==> config.mk <==
export PLATFORM = sky130hd
export DESIGN_NAME = reg_mode_cfg_ctrl_flat
export DESIGN_NICKNAME = d
export VERILOG_FILES = /design/src/rtl/reg_mode_cfg_ctrl_if.sv /design/src/rtl/reg_mode_cfg_ctrl.sv /design/src/flat_wrapper.sv
export SDC_FILE = /design/constraint.sdc
export NUM_CORES = 1
export LEC_CHECK = 0
export CORE_AREA = 2 2 69 87
export DETAILED_ROUTE_END_ITERATION = 10
export DIE_AREA = 0 0 71 89
export PLACE_DENSITY = 0.95
export SLEW_MARGIN = 20
export SYNTH_ARGS = -nofsm -noshare
export SYNTH_HDL_FRONTEND = slang
export SYNTH_SLANG_ARGS = --single-unit
==> constraint.sdc <==
create_clock -name CLK -period 2.3 [get_ports CLK]
set_input_delay 0.23 -clock CLK [delete_from_list [all_inputs] [get_ports CLK]]
set_output_delay 0.23 -clock CLK [all_outputs]
set_load 0.005 [all_outputs]
==> src/rtl/reg_mode_cfg_ctrl_if.sv <==
// Addressed config bus between a host and the mode-register configuration front-end.
// Strobes are accepted in the cycle they are presented; reads answer one cycle later.
interface reg_mode_cfg_ctrl_if #(
    parameter int unsigned ADDR_WIDTH = 8,
    parameter int unsigned CFG_WIDTH  = 32
);
    logic                  cfg_write;
    logic                  cfg_read;
    logic [ADDR_WIDTH-1:0] cfg_addr;
    logic [CFG_WIDTH-1:0]  cfg_wdata;
    logic [CFG_WIDTH-1:0]  cfg_rdata;
    logic                  cfg_rvalid;

    modport master (
        output cfg_write,
        output cfg_read,
        output cfg_addr,
        output cfg_wdata,
        input  cfg_rdata,
        input  cfg_rvalid
    );

    modport slave (
        input  cfg_write,
        input  cfg_read,
        input  cfg_addr,
        input  cfg_wdata,
        output cfg_rdata,
        output cfg_rvalid
    );
endinterface

==> src/rtl/reg_mode_cfg_ctrl.sv <==
// Config front-end for a bank of mode-selectable data registers: holds per-slot mode/const,
// issues one-hot load pulses, gates clock enables with stall and serves one-cycle readback.
module reg_mode_cfg_ctrl #(
    parameter int unsigned NUM_REGS   = 4,
    parameter int unsigned DATA_WIDTH = 4,
    parameter int unsigned ADDR_WIDTH = 8,
    parameter int unsigned CFG_WIDTH  = 32
) (
    input  logic                           CLK,
    input  logic                           ASYNCRESETN,
    reg_mode_cfg_ctrl_if.slave             cfg,
    input  logic                           stall,
    input  logic [NUM_REGS*DATA_WIDTH-1:0] reg_value,
    output logic [NUM_REGS*2-1:0]          mode,
    output logic [NUM_REGS*DATA_WIDTH-1:0] const_,
    output logic [NUM_REGS-1:0]            clk_en,
    output logic [NUM_REGS-1:0]            config_we,
    output logic [DATA_WIDTH-1:0]          config_data
);

    logic [NUM_REGS*2-1:0]          mode_q, mode_d;
    logic [NUM_REGS*DATA_WIDTH-1:0] const_q, const_d;
    logic [NUM_REGS-1:0]            config_we_q, config_we_d;
    logic [DATA_WIDTH-1:0]          config_data_q, config_data_d;
    logic [CFG_WIDTH-1:0]           rdata_q, rdata_d;
    logic                           rvalid_q, rvalid_d;

    logic [NUM_REGS-1:0] slot_sel;
    logic                is_data;
    logic                rd_accept;
    logic                unused_wdata;

    // Slot i owns addresses 2i (CTRL) and 2i+1 (DATA); anything higher selects no slot.
    for (genvar g = 0; g < NUM_REGS; g++) begin : g_slot_dec
        localparam logic [ADDR_WIDTH-2:0] SlotAddr = (ADDR_WIDTH-1)'(g);
        assign slot_sel[g] = (cfg.cfg_addr[ADDR_WIDTH-1:1] == SlotAddr);
    end

    assign is_data      = cfg.cfg_addr[0];
    assign unused_wdata = ^cfg.cfg_wdata;

    always_comb begin
        mode_d        = mode_q;
        const_d       = const_q;
        config_we_d   = '0;
        config_data_d = config_data_q;
        // A write wins a collision; the read is silently dropped.
        rd_accept     = cfg.cfg_read & ~cfg.cfg_write;
        rvalid_d      = rd_accept;
        rdata_d       = '0;

        if (cfg.cfg_write && is_data && (|slot_sel)) begin
            config_we_d   = slot_sel;
            config_data_d = cfg.cfg_wdata[DATA_WIDTH-1:0];
        end

        for (int i = 0; i < NUM_REGS; i++) begin
            if (slot_sel[i]) begin
                if (cfg.cfg_write && !is_data) begin
                    mode_d[i*2 +: 2]                   = cfg.cfg_wdata[1:0];
                    const_d[i*DATA_WIDTH +: DATA_WIDTH] = cfg.cfg_wdata[DATA_WIDTH+7:8];
                end
                if (rd_accept) begin
                    if (is_data) begin
                        rdata_d[DATA_WIDTH-1:0] = reg_value[i*DATA_WIDTH +: DATA_WIDTH];
                    end else begin
                        rdata_d[1:0]            = mode_q[i*2 +: 2];
                        rdata_d[DATA_WIDTH+7:8] = const_q[i*DATA_WIDTH +: DATA_WIDTH];
                    end
                end
            end
        end
    end

    always_ff @(posedge CLK or negedge ASYNCRESETN) begin
        if (!ASYNCRESETN) begin
            mode_q        <= '0;
            const_q       <= '0;
            config_we_q   <= '0;
            config_data_q <= '0;
            rdata_q       <= '0;
            rvalid_q      <= 1'b0;
        end else begin
            mode_q        <= mode_d;
            const_q       <= const_d;
            config_we_q   <= config_we_d;
            config_data_q <= config_data_d;
            rdata_q       <= rdata_d;
            rvalid_q      <= rvalid_d;
        end
    end

    assign mode           = mode_q;
    assign const_         = const_q;
    assign config_we      = config_we_q;
    assign config_data    = config_data_q;
    assign clk_en         = {NUM_REGS{~stall}};
    assign cfg.cfg_rdata  = rdata_q;
    assign cfg.cfg_rvalid = rvalid_q;

endmodule

==> src/flat_wrapper.sv <==
// flat-port wrapper written by rule: the top's interface ports become plain ports
module reg_mode_cfg_ctrl_flat 
#(
    parameter int unsigned NUM_REGS   = 4,
    parameter int unsigned DATA_WIDTH = 4,
    parameter int unsigned ADDR_WIDTH = 8,
    parameter int unsigned CFG_WIDTH  = 32
)
  (CLK, ASYNCRESETN, stall, reg_value, mode, const_, clk_en, config_we, config_data, cfg_cfg_write, cfg_cfg_read, cfg_cfg_addr, cfg_cfg_wdata, cfg_cfg_rdata, cfg_cfg_rvalid);
  reg_mode_cfg_ctrl_if #(.ADDR_WIDTH(ADDR_WIDTH), .CFG_WIDTH(CFG_WIDTH)) cfg_i ();
  input  logic CLK;
  input  logic ASYNCRESETN;
  input  logic stall;
  input  logic [NUM_REGS*DATA_WIDTH-1:0] reg_value;
  output logic [NUM_REGS*2-1:0] mode;
  output logic [NUM_REGS*DATA_WIDTH-1:0] const_;
  output logic [NUM_REGS-1:0] clk_en;
  output logic [NUM_REGS-1:0] config_we;
  output logic [DATA_WIDTH-1:0] config_data;
  input wire logic [$bits(cfg_i.cfg_write)-1:0] cfg_cfg_write;
  input wire logic [$bits(cfg_i.cfg_read)-1:0] cfg_cfg_read;
  input wire logic [$bits(cfg_i.cfg_addr)-1:0] cfg_cfg_addr;
  input wire logic [$bits(cfg_i.cfg_wdata)-1:0] cfg_cfg_wdata;
  output wire logic [$bits(cfg_i.cfg_rdata)-1:0] cfg_cfg_rdata;
  output wire logic [$bits(cfg_i.cfg_rvalid)-1:0] cfg_cfg_rvalid;
  assign cfg_i.cfg_write = cfg_cfg_write;
  assign cfg_i.cfg_read = cfg_cfg_read;
  assign cfg_i.cfg_addr = cfg_cfg_addr;
  assign cfg_i.cfg_wdata = cfg_cfg_wdata;
  assign cfg_cfg_rdata = cfg_i.cfg_rdata;
  assign cfg_cfg_rvalid = cfg_i.cfg_rvalid;
  reg_mode_cfg_ctrl #(.NUM_REGS(NUM_REGS), .DATA_WIDTH(DATA_WIDTH), .ADDR_WIDTH(ADDR_WIDTH), .CFG_WIDTH(CFG_WIDTH)) u_core (.CLK(CLK), .ASYNCRESETN(ASYNCRESETN), .cfg(cfg_i), .stall(stall), .reg_value(reg_value), .mode(mode), .const_(const_), .clk_en(clk_en), .config_we(config_we), .config_data(config_data));
endmodule
==> results.toml <==
[timing]
maxSlewHeadroom = 0.399
report.final.setup_viol = 0
post-route-min-period_ns = 1.88
setup_tns_ns = 0
timing_hold_violations_final = 0
final_max_slew_viol_count = 0
skew_ns = 0.00304
worst_slew_pin_slew_ns = 0.902
rsz0062_at_grt = "no"
layout_worst_path_cycle_share = 0.816
fmaxAchievable_mhz = 533

[worst_hold_path]
worst_hold_path_type = "input pin to asynchronous set/reset pin"

[setup_path]
worst-path-max-fanout = 6
required_ns = 2.48
worstSetupStartpointType = "input pin"
timing.critical_path.to_type = "flop"
r2r_setup_slack_ns = 1.05
rr_worst_depth = 3
startpoint_of_the_most_critical_register_to_register_path = "u_core.mode[0]$_DFFE_PN0P_"
timing_worst_setup_path_type = "input pin to flop"
crit-reg2reg-capture = "u_core.cfg.cfg_rdata[0]$_DFF_PN0_"
timing.critical_path.arrival_ns = 2.06

[clocking]
numClockSinks = 41
latest_clock_arrival_within_the_worst_skew_pair_ns = 0.29
cts_hold_buffers = 0
clockRootBuffer = "clkbuf_8"
clk_transition_reported_paths_ns = 0.08
clock_tree_from_tritoncts = "built"
cts.htree.levels = 2
max-clock-path-buffers = 2
cts-resized-gates = 0
cts_buffers = 5
number_of_setup_buffers_added_after_cts = 0

[floorplanning]
die-height_um = 89
top_level_ports = 130
die_width_um = 71
fp-row-count = 30
floorplan.initialDensity = 0.395
floorplan.die_area_um2 = 6320
core-area_um2 = 5440

[cells_and_area]
flow.area_growth_from_synthesis_pct = 42.4
mostFrequentLayoutCells = "clkdlybuf4s50_1 (80), dfrtp_1 (41), mux2_2 (26)"
design.final.nets = 315
drive_gt1_frac = 0.235
num_antenna_cells = 0
layoutNonFillerInstCount = 319
final_common_cell = "clkdlybuf4s50_1"

[drt]
remaining_drc_errors = 0
drt-pass1-iter-count = 4
route.vias.total = 1573
final_antenna_net_count = 0
avgRoutedWirePerCell_um = 16.7
drt-vias-per-instance = 4.93
totalWireLength_um = 5320
drc_marker_count_from_the_first_detailed_route_iteration = 27

[synth]
synthFlopType = "dfrtp_1"
postSynthRegisterBits = 41
synth.yosys.seq_area_share = 0.477
synth_top_cell_area_share = 0.477
synth_area_um2 = 2150
synth_top_cell_by_area = "dfrtp_1"
number_of_cells_produced_by_synthesis = 168
post_synth.cell_area_avg_um2 = 12.8
yosys-top-cells-area = "dfrtp_1 (48%), mux2_2 (14%), buf_4 (9.8%)"
synth_enable_flop_cells = 0
async_flop_share = 1.00
ys_types = 34
synthesis.yosys.warnings = 0

[grt]
grt_remaining_overflow = 0
antenna_found_initial = 0
grt_use_total = 0.178
grt_first_pass_wirelength_um = 8660
grt_pass1_vias = 1677
pin_count_of_the_biggest_net_entering_global_routing = 42

[pwr]
power_leakage_nw = 1.40
pwr_per_cell_area_nw_per_um2 = 539
vdd_drop_max_v = 0.000645

[placement]
half_perimeter_wire_length_after_detailed_placement_um = 4170
finalWeightedCongestion = 0.771
dp_cells = 311
port_buffers = 81

[outcome]
outcome = "finished clean"

[job]
drv_cap = 0
==> state kept, by name, indices dropped and copies added (netlist names) <==
signal and flops:
u_core.const_ 16, u_core.mode 8, u_core.cfg.cfg_rdata 8, u_core.cfg.cfg_rvalid 1
u_core.config_data 4, u_core.config_we 4
==> layer usage <==
layer | part of all wire | track usage | vias to the layer above | wire (µm)
met5 | 0 | 0 | - | 0
met2 | 0.53 | 0.337 | 78 | 2810
met4 | 0.017 | 0.0617 | 0 | 89
met3 | 0.061 | 0.0496 | 11 | 324
met1 | 0.39 | 0.191 | 766 | 2090
li1 | - | - | 718 | -
==> cell usage after synthesis (3+ instances only) <==
master / count
dfrtp_1: 41
mux2_2: 26
o2bb2ai_1: 3
o21ai_0: 3
nor2_1: 9
mux2_4: 6
mux2i_1: 8
inv_1: 3
clkbuf_1: 3
buf_4: 28
o22ai_1: 4
nand4_1: 3
==> area by class of cell <==
type	instances	area, µm²
fillers	455	2380
flip-flops and latches	41	1030
multi-input cells	113	950
repair buffers	90	873
clock buffers	6	82.6
well taps	64	80.1
clock inverters	2	37.5
inverters	3	11.3
==> worst max-delay path by stage <==
| stage | slack (ns) | start | to |
|---|---|---|---|
| 2_1_floorplan | 0.60 | cfg_cfg_addr[6] | u_core.const_[0]$_DFFE_PN0P_ |
| 3_3_place_gp | 0.14 | cfg_cfg_addr[6] | u_core.const_[6]$_DFFE_PN0P_ |
| 3_5_place_dp | 0.09 | cfg_cfg_addr[6] | u_core.const_[5]$_DFFE_PN0P_ |
| 4_1_cts | 0.41 | cfg_cfg_addr[6] | u_core.const_[5]$_DFFE_PN0P_ |
| 5_1_grt | 0.33 | cfg_cfg_addr[6] | u_core.const_[5]$_DFFE_PN0P_ |
| 6_report | 0.42 | cfg_cfg_addr[6] | u_core.const_[4]$_DFFE_PN0P_ |
==> worst max-delay path, cell delays in order <==
cell and delay, ns:
clkdlybuf4s50_1 0.42, or3_4 0.45, nor4_4 0.17, buf_4 0.18
nand4b_2 0.24, mux2_2 0.35
==> metrics by stage <==
| stage | area (µm²) | total power, mW | hold slack (ns) | setup slack (ns) | utilization |
|---|---|---|---|---|---|
| 6_report | 3060 | 1.65 | 0.0554 | 0.422 | 0.562 |
| 5_1_grt | 3060 | 1.71 | 0.132 | 0.333 | 0.562 |
| 4_1_cts | 3060 | 1.66 | 0.0877 | 0.407 | 0.562 |
| 3_5_place_dp | 2940 | 1.06 | 0.411 | 0.0884 | 0.540 |
| 3_3_place_gp | 2940 | 1.04 | 0.391 | 0.143 | 0.540 |
| 2_1_floorplan | 2240 | 0.908 | -0.0656 | 0.597 | - |
==> power by group <==
| group | leakage (nW) | internal, mW | total, mW | switching [mW] |
|---|---|---|---|---|
| sequential | 0.565 | 0.751 | 0.774 | 0.0232 |
| clock | 0.0574 | 0.353 | 0.610 | 0.257 |
| combinational | 0.782 | 0.164 | 0.266 | 0.102 |
| total | 1.40 | 1.27 | 1.65 | 0.382 |
==> logic make-up (layout without fill, tap and decap cells) <==
| logic type | after synthesis | after routing | synth area share |
|---|---|---|---|
| AOI/OAI and AO/OA | 13 | 13 | 0.0419 |
| buffers and inverters | 37 | 101 | 0.121 |
| DFF | 41 | 41 | 0.477 |
| muxes | 42 | 42 | 0.236 |
| other | 1 | 24 | 0.00174 |
| and+or+nand+nor | 34 | 34 | 0.122 |
No activity file was read; power rests on OpenSTA's default activity.
